`src/rtl/lcd_display_pkg.sv`:
```
// Shared types, LCD command constants and the fixed byte ROM for the
// HD44780 start-up/message sequencer.
package lcd_display_pkg;

    // Byte-writer phases; ST_DONE names the parked condition of the sequencer.
    typedef enum logic [2:0] {
        ST_IDLE  = 3'd0,
        ST_SETUP = 3'd1,
        ST_PULSE = 3'd2,
        ST_HOLD  = 3'd3,
        ST_DONE  = 3'd4
    } lcd_state_e;

    // Top-level sequencer progress.
    typedef enum logic [1:0] {
        SEQ_IDLE = 2'd0,
        SEQ_RUN  = 2'd1,
        SEQ_DONE = 2'd2
    } seq_state_e;

    localparam logic [7:0] LCD_CMD_FUNCSET = 8'h38; // 8-bit bus, 2 lines, 5x8 font
    localparam logic [7:0] LCD_CMD_DISPON  = 8'h0C; // display on, cursor off
    localparam logic [7:0] LCD_CMD_ENTRY   = 8'h06; // increment, no shift
    localparam logic [7:0] LCD_CMD_CLEAR   = 8'h01; // clear display

    localparam int unsigned NUM_BYTES = 15;
    localparam int unsigned IDX_W     = 4;

    // Byte list as {rs, byte}; indices past the list return a harmless command 0x00.
    function automatic logic [8:0] lcd_rom(input logic [IDX_W-1:0] idx);
        logic [8:0] val;
        case (idx)
            4'd0:    val = {1'b0, LCD_CMD_FUNCSET};
            4'd1:    val = {1'b0, LCD_CMD_DISPON};
            4'd2:    val = {1'b0, LCD_CMD_ENTRY};
            4'd3:    val = {1'b0, LCD_CMD_CLEAR};
            4'd4:    val = {1'b1, 8'h48}; // H
            4'd5:    val = {1'b1, 8'h45}; // E
            4'd6:    val = {1'b1, 8'h4C}; // L
            4'd7:    val = {1'b1, 8'h4C}; // L
            4'd8:    val = {1'b1, 8'h4F}; // O
            4'd9:    val = {1'b1, 8'h20}; // space
            4'd10:   val = {1'b1, 8'h57}; // W
            4'd11:   val = {1'b1, 8'h4F}; // O
            4'd12:   val = {1'b1, 8'h52}; // R
            4'd13:   val = {1'b1, 8'h4C}; // L
            4'd14:   val = {1'b1, 8'h44}; // D
            default: val = 9'h000;
        endcase
        return val;
    endfunction

endpackage

```
`src/rtl/lcd_display_if.sv`:
```
// LCD-facing bus bundle: parallel data, E strobe, RS and the completion flag.
interface lcd_display_if;
    logic [7:0] lcd_data;
    logic       lcd_enable;
    logic       lcd_rs;
    logic       done;

    modport master (output lcd_data, output lcd_enable, output lcd_rs, output done);
    modport slave  (input  lcd_data, input  lcd_enable, input  lcd_rs, input  done);
endinterface

```
`src/rtl/lcd_byte_writer.sv`:
```
// Presents one {rs, byte} to the LCD: one setup cycle, EN_CYCLES of E high,
// HOLD_CYCLES of E low with data held. A start seen in the final hold cycle
// chains straight into the next byte's setup with no gap.
module lcd_byte_writer
    import lcd_display_pkg::*;
#(
    parameter int unsigned EN_CYCLES   = 2,
    parameter int unsigned HOLD_CYCLES = 1
) (
    input  logic       clk,
    input  logic       reset,
    input  logic       start_i,
    input  logic       rs_i,
    input  logic [7:0] byte_i,
    output logic [7:0] lcd_data_o,
    output logic       lcd_rs_o,
    output logic       lcd_enable_o,
    output logic       byte_done_o
);

    localparam logic [15:0] EN_LAST   = 16'(EN_CYCLES - 1);
    localparam logic [15:0] HOLD_LAST = 16'(HOLD_CYCLES - 1);

    lcd_state_e  state_q, state_d;
    logic [15:0] cnt_q, cnt_d;
    logic [7:0]  data_q, data_d;
    logic        rs_q, rs_d;
    logic        en_q, en_d;

    // Phase sequencing; data/rs are only loaded when entering SETUP.
    always_comb begin
        state_d     = state_q;
        cnt_d       = cnt_q;
        data_d      = data_q;
        rs_d        = rs_q;
        byte_done_o = 1'b0;
        case (state_q)
            ST_IDLE: begin
                if (start_i) begin
                    state_d = ST_SETUP;
                    data_d  = byte_i;
                    rs_d    = rs_i;
                end else begin
                    state_d = ST_IDLE;
                end
            end
            ST_SETUP: begin
                state_d = ST_PULSE;
                cnt_d   = 16'd0;
            end
            ST_PULSE: begin
                if (cnt_q == EN_LAST) begin
                    state_d = ST_HOLD;
                    cnt_d   = 16'd0;
                end else begin
                    cnt_d = cnt_q + 16'd1;
                end
            end
            ST_HOLD: begin
                if (cnt_q == HOLD_LAST) begin
                    byte_done_o = 1'b1;
                    cnt_d       = 16'd0;
                    if (start_i) begin
                        state_d = ST_SETUP;
                        data_d  = byte_i;
                        rs_d    = rs_i;
                    end else begin
                        state_d = ST_IDLE;
                    end
                end else begin
                    cnt_d = cnt_q + 16'd1;
                end
            end
            default: begin
                state_d = ST_IDLE;
                cnt_d   = 16'd0;
            end
        endcase
        en_d = (state_d == ST_PULSE);
    end

    // State, counter and registered LCD outputs.
    always_ff @(posedge clk or negedge reset) begin
        if (!reset) begin
            state_q <= ST_IDLE;
            cnt_q   <= 16'd0;
            data_q  <= 8'h00;
            rs_q    <= 1'b0;
            en_q    <= 1'b0;
        end else begin
            state_q <= state_d;
            cnt_q   <= cnt_d;
            data_q  <= data_d;
            rs_q    <= rs_d;
            en_q    <= en_d;
        end
    end

    assign lcd_data_o   = data_q;
    assign lcd_rs_o     = rs_q;
    assign lcd_enable_o = en_q;

endmodule

```
`src/rtl/lcd_display.sv`:
```
// HD44780 sequencer: sends four init commands then "HELLO WORLD" and parks
// with done set. Owns the byte index and completion state; strobe timing
// lives in lcd_byte_writer.
module lcd_display
    import lcd_display_pkg::*;
#(
    parameter int unsigned EN_CYCLES   = 2,
    parameter int unsigned HOLD_CYCLES = 1
) (
    input  logic          clk,
    input  logic          reset,
    lcd_display_if.master lcd
);

    localparam logic [IDX_W-1:0] LAST_IDX = IDX_W'(NUM_BYTES - 1);

    seq_state_e       state_q, state_d;
    logic [IDX_W-1:0] idx_q, idx_d;
    logic             done_q, done_d;
    logic             start_s;
    logic [IDX_W-1:0] sel_idx_s;
    logic [8:0]       rom_s;
    logic             byte_done_s;
    logic [7:0]       wr_data_s;
    logic             wr_rs_s;
    logic             wr_en_s;

    // Index advance: the writer is always fed the byte it will load next.
    always_comb begin
        state_d   = state_q;
        idx_d     = idx_q;
        done_d    = done_q;
        start_s   = 1'b0;
        sel_idx_s = idx_q + 4'd1;
        case (state_q)
            SEQ_IDLE: begin
                start_s   = 1'b1;
                sel_idx_s = 4'd0;
                idx_d     = 4'd0;
                state_d   = SEQ_RUN;
            end
            SEQ_RUN: begin
                if (byte_done_s) begin
                    if (idx_q == LAST_IDX) begin
                        state_d = SEQ_DONE;
                        done_d  = 1'b1;
                    end else begin
                        start_s = 1'b1;
                        idx_d   = idx_q + 4'd1;
                    end
                end else begin
                    state_d = SEQ_RUN;
                end
            end
            SEQ_DONE: begin
                done_d = 1'b1;
            end
            default: begin
                state_d = SEQ_IDLE;
                idx_d   = 4'd0;
                done_d  = 1'b0;
            end
        endcase
        rom_s = lcd_rom(sel_idx_s);
    end

    // Sequencer state, index and sticky done flag.
    always_ff @(posedge clk or negedge reset) begin
        if (!reset) begin
            state_q <= SEQ_IDLE;
            idx_q   <= 4'd0;
            done_q  <= 1'b0;
        end else begin
            state_q <= state_d;
            idx_q   <= idx_d;
            done_q  <= done_d;
        end
    end

    lcd_byte_writer #(
        .EN_CYCLES   (EN_CYCLES),
        .HOLD_CYCLES (HOLD_CYCLES)
    ) u_writer (
        .clk          (clk),
        .reset        (reset),
        .start_i      (start_s),
        .rs_i         (rom_s[8]),
        .byte_i       (rom_s[7:0]),
        .lcd_data_o   (wr_data_s),
        .lcd_rs_o     (wr_rs_s),
        .lcd_enable_o (wr_en_s),
        .byte_done_o  (byte_done_s)
    );

    assign lcd.lcd_data   = wr_data_s;
    assign lcd.lcd_rs     = wr_rs_s;
    assign lcd.lcd_enable = wr_en_s;
    assign lcd.done       = done_q;

endmodule

```
`src/flat_wrapper.sv`:
```
// flat-port wrapper written by rule: the top's interface ports become plain ports
module lcd_display_flat import lcd_display_pkg::*;
#(
    parameter int unsigned EN_CYCLES   = 2,
    parameter int unsigned HOLD_CYCLES = 1
)
  (clk, reset, lcd_lcd_data, lcd_lcd_enable, lcd_lcd_rs, lcd_done);
  lcd_display_if lcd_i ();
  input  logic clk;
  input  logic reset;
  output wire logic [$bits(lcd_i.lcd_data)-1:0] lcd_lcd_data;
  output wire logic [$bits(lcd_i.lcd_enable)-1:0] lcd_lcd_enable;
  output wire logic [$bits(lcd_i.lcd_rs)-1:0] lcd_lcd_rs;
  output wire logic [$bits(lcd_i.done)-1:0] lcd_done;
  assign lcd_lcd_data = lcd_i.lcd_data;
  assign lcd_lcd_enable = lcd_i.lcd_enable;
  assign lcd_lcd_rs = lcd_i.lcd_rs;
  assign lcd_done = lcd_i.done;
  lcd_display #(.EN_CYCLES(EN_CYCLES), .HOLD_CYCLES(HOLD_CYCLES)) u_core (.clk(clk), .reset(reset), .lcd(lcd_i));
endmodule
```
`config.mk`:
```
export PLATFORM = sky130hd
export DESIGN_NAME = lcd_display_flat
export DESIGN_NICKNAME = d
export VERILOG_FILES = /design/src/rtl/lcd_display_pkg.sv /design/src/rtl/lcd_display_if.sv /design/src/rtl/lcd_byte_writer.sv /design/src/rtl/lcd_display.sv /design/src/flat_wrapper.sv
export SDC_FILE = /design/constraint.sdc
export NUM_CORES = 1
export LEC_CHECK = 0
export CAP_MARGIN = 25
export CORE_UTILIZATION = 64
export DETAILED_ROUTE_END_ITERATION = 7
export PLACE_DENSITY = 0.83
export SYNTH_ARGS = -nofsm -noshare
export SYNTH_HDL_FRONTEND = slang
export SYNTH_SLANG_ARGS = --single-unit
```
`constraint.sdc`:
```
create_clock -name clk -period 3.98 [get_ports clk]
set_input_delay 0.597 -clock clk [delete_from_list [all_inputs] [get_ports clk]]
set_output_delay 0.597 -clock clk [all_outputs]
set_load 0.03 [all_outputs]
```
* Word-level counts from Yosys, hierarchy flattened
Memories as Yosys holds them, arrays and structs flattened.
Cells that the tools add are included.
** Storage, ports and cells
- Flip-flop bits (word level) :: 36
- Bits in read-only memories :: 128
- Input port bits :: 2
- Word-level logic and storage cells :: 62
- Memories kept :: 1
** Memories
- (name not given) :: depth 16, width 8, rd ports 1, clocked after Yosys merged registers in 0, wr ports 0, line lcd_display_pkg.sv:32 : case (idx)
** Cells by class
- Add/sub/neg operators :: 2
- Equality and inequality tests :: 13
- Mux-type cells :: 28
- Bitwise gates (word level) :: 2
- Reductions and logical operators :: 8
** Operators by type and width (number)
- $pmux 16 s3 :: 1
- $mux 16 :: 2
- $add 16x1->16 const B :: 1
- $eq 16x1->1 const B :: 1
- $logic_not 16->1 :: 1
- $mux 8 :: 2
- $pmux 8 s2 :: 1
- $mux 4 :: 3
- $pmux 3 s4 :: 1
- $eq 3x2->1 const B :: 3
- $mux 1 :: 9
- $pmux 4 s2 :: 1
- $mux 3 :: 2
- $pmux 2 s3 :: 1
- $reduce_and 3->1 :: 2
- $add 4x1->4 const B :: 1
- $eq 4x4->1 const B :: 1
- $mux 2 :: 2
- $ne 2x1->1 const B :: 2
- $ne 2x2->1 const B :: 2
- $pmux 1 s2 :: 2
- $reduce_and 2->1 :: 2
- $eq 3x1->1 const B :: 1
- $logic_not 3->1 :: 1
- other kinds (7) :: 8

* Logic depth before layout (Yosys ltp)
- Word-level depth :: 9
- Depth in mapped cells :: 10
- Gate-level depth less buffers :: 9

* By module
Synthesis repeated with hierarchy kept, for this count alone.
** Unflattened totals
- Cell total of the unflattened synthesis :: 230
- Area total of the unflattened synthesis :: 2297.2 um2
** By module, submodules not included
- lcd_byte_writer :: instances 1, cells each 142, area an instance 1520.2 um2
- lcd_display :: instances 1, cells each 88, area an instance 777.0 um2

* Worst setup path before layout
No wires, ideal clock.
- Path kind :: reg-to-reg
- Start point :: register u_core.u_writer.cnt_q[8]
- End point :: register u_core.u_writer.data_q[0] (netlist: u_core.u_writer.lcd_data_o[0])
- Data arrival time :: 2.395 ns
- Required time :: 3.855 ns
- Slack :: 1.460 ns
- Cell stages (with the launch flop) :: 7
- Buffers on the path :: 1
- Period minus slack after synthesis :: 2.520 ns
- Cells stage by stage :: dfrtp_1 or4_4 or4_4 nor4_4 o22a_2 buf_6 mux2_4
** On the way
- Cells in the longest elaborated chain, start to end :: 8
- Elaborated cells between the ends (all ways) :: 10
- Classes of those cells :: eq/ne: 1; mux: 7; reduce/logical: 2
** Ends and longest elaborated chain
- start, declared :: line lcd_byte_writer.sv:25 : logic [15:0] cnt_q, cnt_d;
- start signal, assigned :: line lcd_byte_writer.sv:92 : cnt_q <= cnt_d;
- $logic_not 16->1 (*) :: line lcd_byte_writer.sv:60 : if (cnt_q == HOLD_LAST) begin
- $mux 1 :: line lcd_byte_writer.sv:60
- $mux 1 :: line lcd_byte_writer.sv:37 : case (state_q)
- $mux 1 :: line lcd_display.sv:43 : if (byte_done_s) begin
- $pmux 1 s2 :: line lcd_display.sv:35 : case (state_q)
- $mux 8 (2 in a row)
- $pmux 8 s2
- end signal, assigned :: line lcd_byte_writer.sv:93 : data_q <= data_d;
- end, declared :: line lcd_byte_writer.sv:26 : logic [7:0] data_q, data_d;
Every way passes the cells marked *; elsewhere a longest branch is shown, timed or not. The select of a mux whose other input is x is not followed.
A chain may end at the register's enable or synchronous reset.

* Worst setup path after layout
- Start point :: register u_core.u_writer.cnt_q[8]
- End point :: register u_core.u_writer.data_q[4] (netlist: u_core.u_writer.lcd_data_o[4])
The elaborated chain is that of the path after synthesis.

==> out/metrics.yaml <==
clock_network:
  clkTransAtPathRegs_ns: 0.10
  cts_inserted_buffers: 5
  cts-hold-fix-buffers: 0
  tritoncts: "built"
  clk_latency_ns: 0.36
  cts-root-buf: "sky130_fd_sc_hd__clkbuf_4"
  post-cts-setup-buffer-count: 0
  cts_sinks: 35
  max-clock-path-buffers: 2
  post_cts_resize_count: 0
  cts_max_level: 2
floorplan:
  core.rowCount: 21
  core_area_um2: 3360
  start_util_pct: 67.4
  dieHeight_um: 61.5
  boundaryPins: 13
  design.die.area_um2: 3790
  floorplan.die.width_um: 61.5
sta:
  timing.final.crit_period_ns: 2.72
  timing.max_slew.rel_slack_pct: 43.9
  hold_viol: 0
  timing.final.setup_violations: 0
  finClkSkew_ns: 0.0120
  final_period_utilization_pct: 68.4
  max_freq_ghz: 0.367
  setup_repair_after_global_routing_missed_its_margin: "false"
  hold-worst-slack_ns: 0.524
  slew_viol_final: 0
  tightestPinTransition_ns: 0.835
  setup_tns_ns: 0
pwr:
  p_clk_share_pct: 34.9
  pwr-share-comb_pct: 4.3
  vdd_ir_drop_max_v: 0.000196
  pwr_density_cell_nw_per_um2: 241
  fin_total_pwr_uw: 590
  seqPwrFrac_pct: 60.9
  total_internal_power_uw: 447
  switching_power_uw: 143
  leak_pwr_nw: 1.16
  sw_frac_of_total_pct: 24.3
global_route:
  first_global_vias: 1536
  antenna_violations_before_repair: 0
  grt_remaining_overflow: 0
  groute.usage.overall_pct: 25.2
  global_route_wire_length_before_repair_mm: 6.76
  grt_max_degree: 36
yosys:
  synth.largest_area_cell: "sky130_fd_sc_hd__dfrtp_1"
  synthesis.area_um2: 2270
  netlist.area_leader.share_pct: 38.6
  synthArstFlopShare_pct: 100
  avgSynthCellArea_um2: 9.82
  ys_ff_latch: 35
  synth-main-ff-cell: "sky130_fd_sc_hd__dfrtp_1"
  synth.yosys.warnings: 0
  yosys.cell_types.count: 51
  seq_area_frac_synth_pct: 38.6
  ys_top_cells_by_area: "sky130_fd_sc_hd__dfrtp_1, sky130_fd_sc_hd__ha_1, sky130_fd_sc_hd__mux2_4"
  number_of_enable_flip_flop_cells_after_synthesis: 0
  post_synth_inst_count: 231
place:
  gp_congestion: 0.817
  buffer_ports.inserted: 11
  post-dp-hpwl_mm: 3.04
worst_hold_path:
  hold_path_class: "flop to flop"
drt:
  post_drt_via_cell_ratio: 5.87
  wl_per_cell_um: 14.9
  met3_wirelength_um: 137
  drt_pre_antenna_iters: 4
  drtIter0Drc: 77
  postRouteAntennaNets: 0
  via_count: 1691
  route.layer.met1.wl_mm: 1.98
  wl_mm: 4.28
  top_layer: "met4"
  drc: 0
  detailroute.wirelength.met2_mm: 2.08
critical_path:
  setup.worst_path.class: "flop to flop"
  worstPathArrival_ns: 2.96
  timing.critical_path.to_type: "flop"
  crit_path_start_kind: "flop"
  critical_path_peak_fanout: 7
  critPathRequiredTime_ns: 4.22
job:
  drv_cap: 0
status:
  outcome: "completed"
cells_and_area:
  layout-drive-gt1-share_pct: 13.2
  diodes: 0
  layout.nets: 259
  area_growth_synth_to_finish_pct: 7.83
## logic make-up (layout without fill, tap and decap cells)
kind of cell | Yosys count | count (layout) | share of synthesized area (%)
DFF | 35 | 35 | 38.6
buffers and inverters | 26 | 36 | 5.35
xor gates and xnor gates | 14 | 14 | 6.01
muxes | 13 | 13 | 7.72
adders and majority gates | 15 | 15 | 8.27
AOI/OAI and AO/OA | 43 | 43 | 13.5
and+or+nand+nor | 84 | 84 | 20.4
other | 1 | 2 | 0.165
## per-layer routing
metal	global-route usage [%]	vias up
met5	0	-
met4	13.7	0
met3	5.25	8
met2	40.1	30
met1	32.1	819
li1	-	834
## cell usage in the layout (no fill, tap or decap), types with 2 or more instances in the layout
cell / n
sky130_fd_sc_hd__clkdlybuf4s50_1: 11
sky130_fd_sc_hd__dfrtp_1: 35
sky130_fd_sc_hd__nor3b_1: 3
sky130_fd_sc_hd__o311ai_0: 3
sky130_fd_sc_hd__or2_2: 6
sky130_fd_sc_hd__o2bb2ai_1: 4
sky130_fd_sc_hd__clkbuf_4: 5
sky130_fd_sc_hd__and3_1: 2
sky130_fd_sc_hd__a21oi_1: 7
sky130_fd_sc_hd__a21o_1: 6
sky130_fd_sc_hd__and3_2: 2
sky130_fd_sc_hd__ha_1: 15
sky130_fd_sc_hd__nand3_1: 5
sky130_fd_sc_hd__nand4_1: 4
sky130_fd_sc_hd__mux2_2: 2
sky130_fd_sc_hd__and2_1: 2
sky130_fd_sc_hd__inv_1: 17
sky130_fd_sc_hd__o22a_1: 2
sky130_fd_sc_hd__mux2i_1: 4
sky130_fd_sc_hd__nor4_1: 2
sky130_fd_sc_hd__nand2_1: 11
sky130_fd_sc_hd__conb_1: 2
sky130_fd_sc_hd__nor3_1: 10
sky130_fd_sc_hd__nor2_1: 23
sky130_fd_sc_hd__mux2_4: 6
sky130_fd_sc_hd__or3_1: 2
sky130_fd_sc_hd__xor2_1: 3
sky130_fd_sc_hd__o21bai_1: 2
sky130_fd_sc_hd__or4_1: 2
sky130_fd_sc_hd__or4_4: 2
sky130_fd_sc_hd__o21a_1: 2
sky130_fd_sc_hd__xnor2_1: 10
sky130_fd_sc_hd__nand2b_1: 3
sky130_fd_sc_hd__o21ai_0: 9
## per-stage QoR
stage | setup slack (ns) | util [%] | instances | area [um2]
after floorplan | 1.46 | - | 232 | 2270
after global placement | 1.35 | 71.1 | 281 | 2390
after detailed placement | 1.29 | 71.1 | 281 | 2390
after CTS | 1.27 | 72.7 | 288 | 2450
after global routing | 1.20 | 72.7 | 288 | 2450
final | 1.26 | 72.7 | 288 | 2450
## critical path, stage by stage, from the launching register on
cell and delay, ns:
sky130_fd_sc_hd__dfrtp_1 0.43, sky130_fd_sc_hd__or4_4 0.56, sky130_fd_sc_hd__or4_4 0.53, sky130_fd_sc_hd__nor3_1 0.41
sky130_fd_sc_hd__o22a_2 0.35, sky130_fd_sc_hd__mux2_4 0.32
## power by group through the flow
stage	combinational [mW]	sequential (mW)	clock [mW]
global placement	0.0253	0.366	0
detailed placement	0.0258	0.366	0
finish	0.0252	0.359	0.206
floorplan	0.0111	0.368	0
global route	0.0287	0.360	0.222
CTS	0.0258	0.359	0.210
## cell type report
type | instances | area [um2]
Multi-Input combinational cell | 171 | 1270
Fill cell | 267 | 917
Sequential cell | 35 | 876
Timing Repair Buffer | 12 | 118
Inverter | 17 | 63.8
Tap cell | 46 | 57.6
Clock buffer | 6 | 51.3
Clock inverter | 1 | 5.00
## Yosys cell counts, types with 3 or more instances
cell,count
sky130_fd_sc_hd__dfrtp_1,35
sky130_fd_sc_hd__nor2_1,23
sky130_fd_sc_hd__inv_1,17
sky130_fd_sc_hd__ha_1,15
sky130_fd_sc_hd__nand2_1,11
sky130_fd_sc_hd__nor3_1,10
sky130_fd_sc_hd__xnor2_1,10
sky130_fd_sc_hd__o21ai_0,9
sky130_fd_sc_hd__a21oi_1,7
sky130_fd_sc_hd__a21o_1,6
sky130_fd_sc_hd__mux2_4,6
sky130_fd_sc_hd__or2_2,6
sky130_fd_sc_hd__nand3_1,5
sky130_fd_sc_hd__clkbuf_1,4
sky130_fd_sc_hd__mux2i_1,4
sky130_fd_sc_hd__nand4_1,4
sky130_fd_sc_hd__o2bb2ai_1,4
sky130_fd_sc_hd__nand2b_1,3
sky130_fd_sc_hd__nor3b_1,3
sky130_fd_sc_hd__o311ai_0,3
sky130_fd_sc_hd__xor2_1,3
## sequential cells by signal, indices dropped and copies added (netlist names)
signal and flops:
u_core.lcd.done 1, u_core.u_writer.lcd_rs_o 1, u_core.idx_q 4, u_core.state_q 2, u_core.u_writer.state_q 3, u_core.u_writer.cnt_q 16
u_core.u_writer.lcd_enable_o 1, u_core.u_writer.lcd_data_o 7
## final timing paths
path,from,to,slack [ns],depth (start not counted)
setup / recovery,u_core.u_writer.cnt_q[8],u_core.u_writer.lcd_data_o[4],1.26,5
hold / removal,u_core.u_writer.lcd_data_o[2],u_core.u_writer.lcd_data_o[2],0.52,1
setup reg to reg,u_core.u_writer.cnt_q[8],u_core.u_writer.lcd_data_o[4],1.26,5
hold reg to reg,u_core.u_writer.lcd_data_o[2],u_core.u_writer.lcd_data_o[2],0.52,1
max in group asynchronous,reset,u_core.u_writer.lcd_data_o[2],3.02,2
min in group asynchronous,reset,u_core.idx_q[1],0.64,2
(Power assumes the default switching activity.)
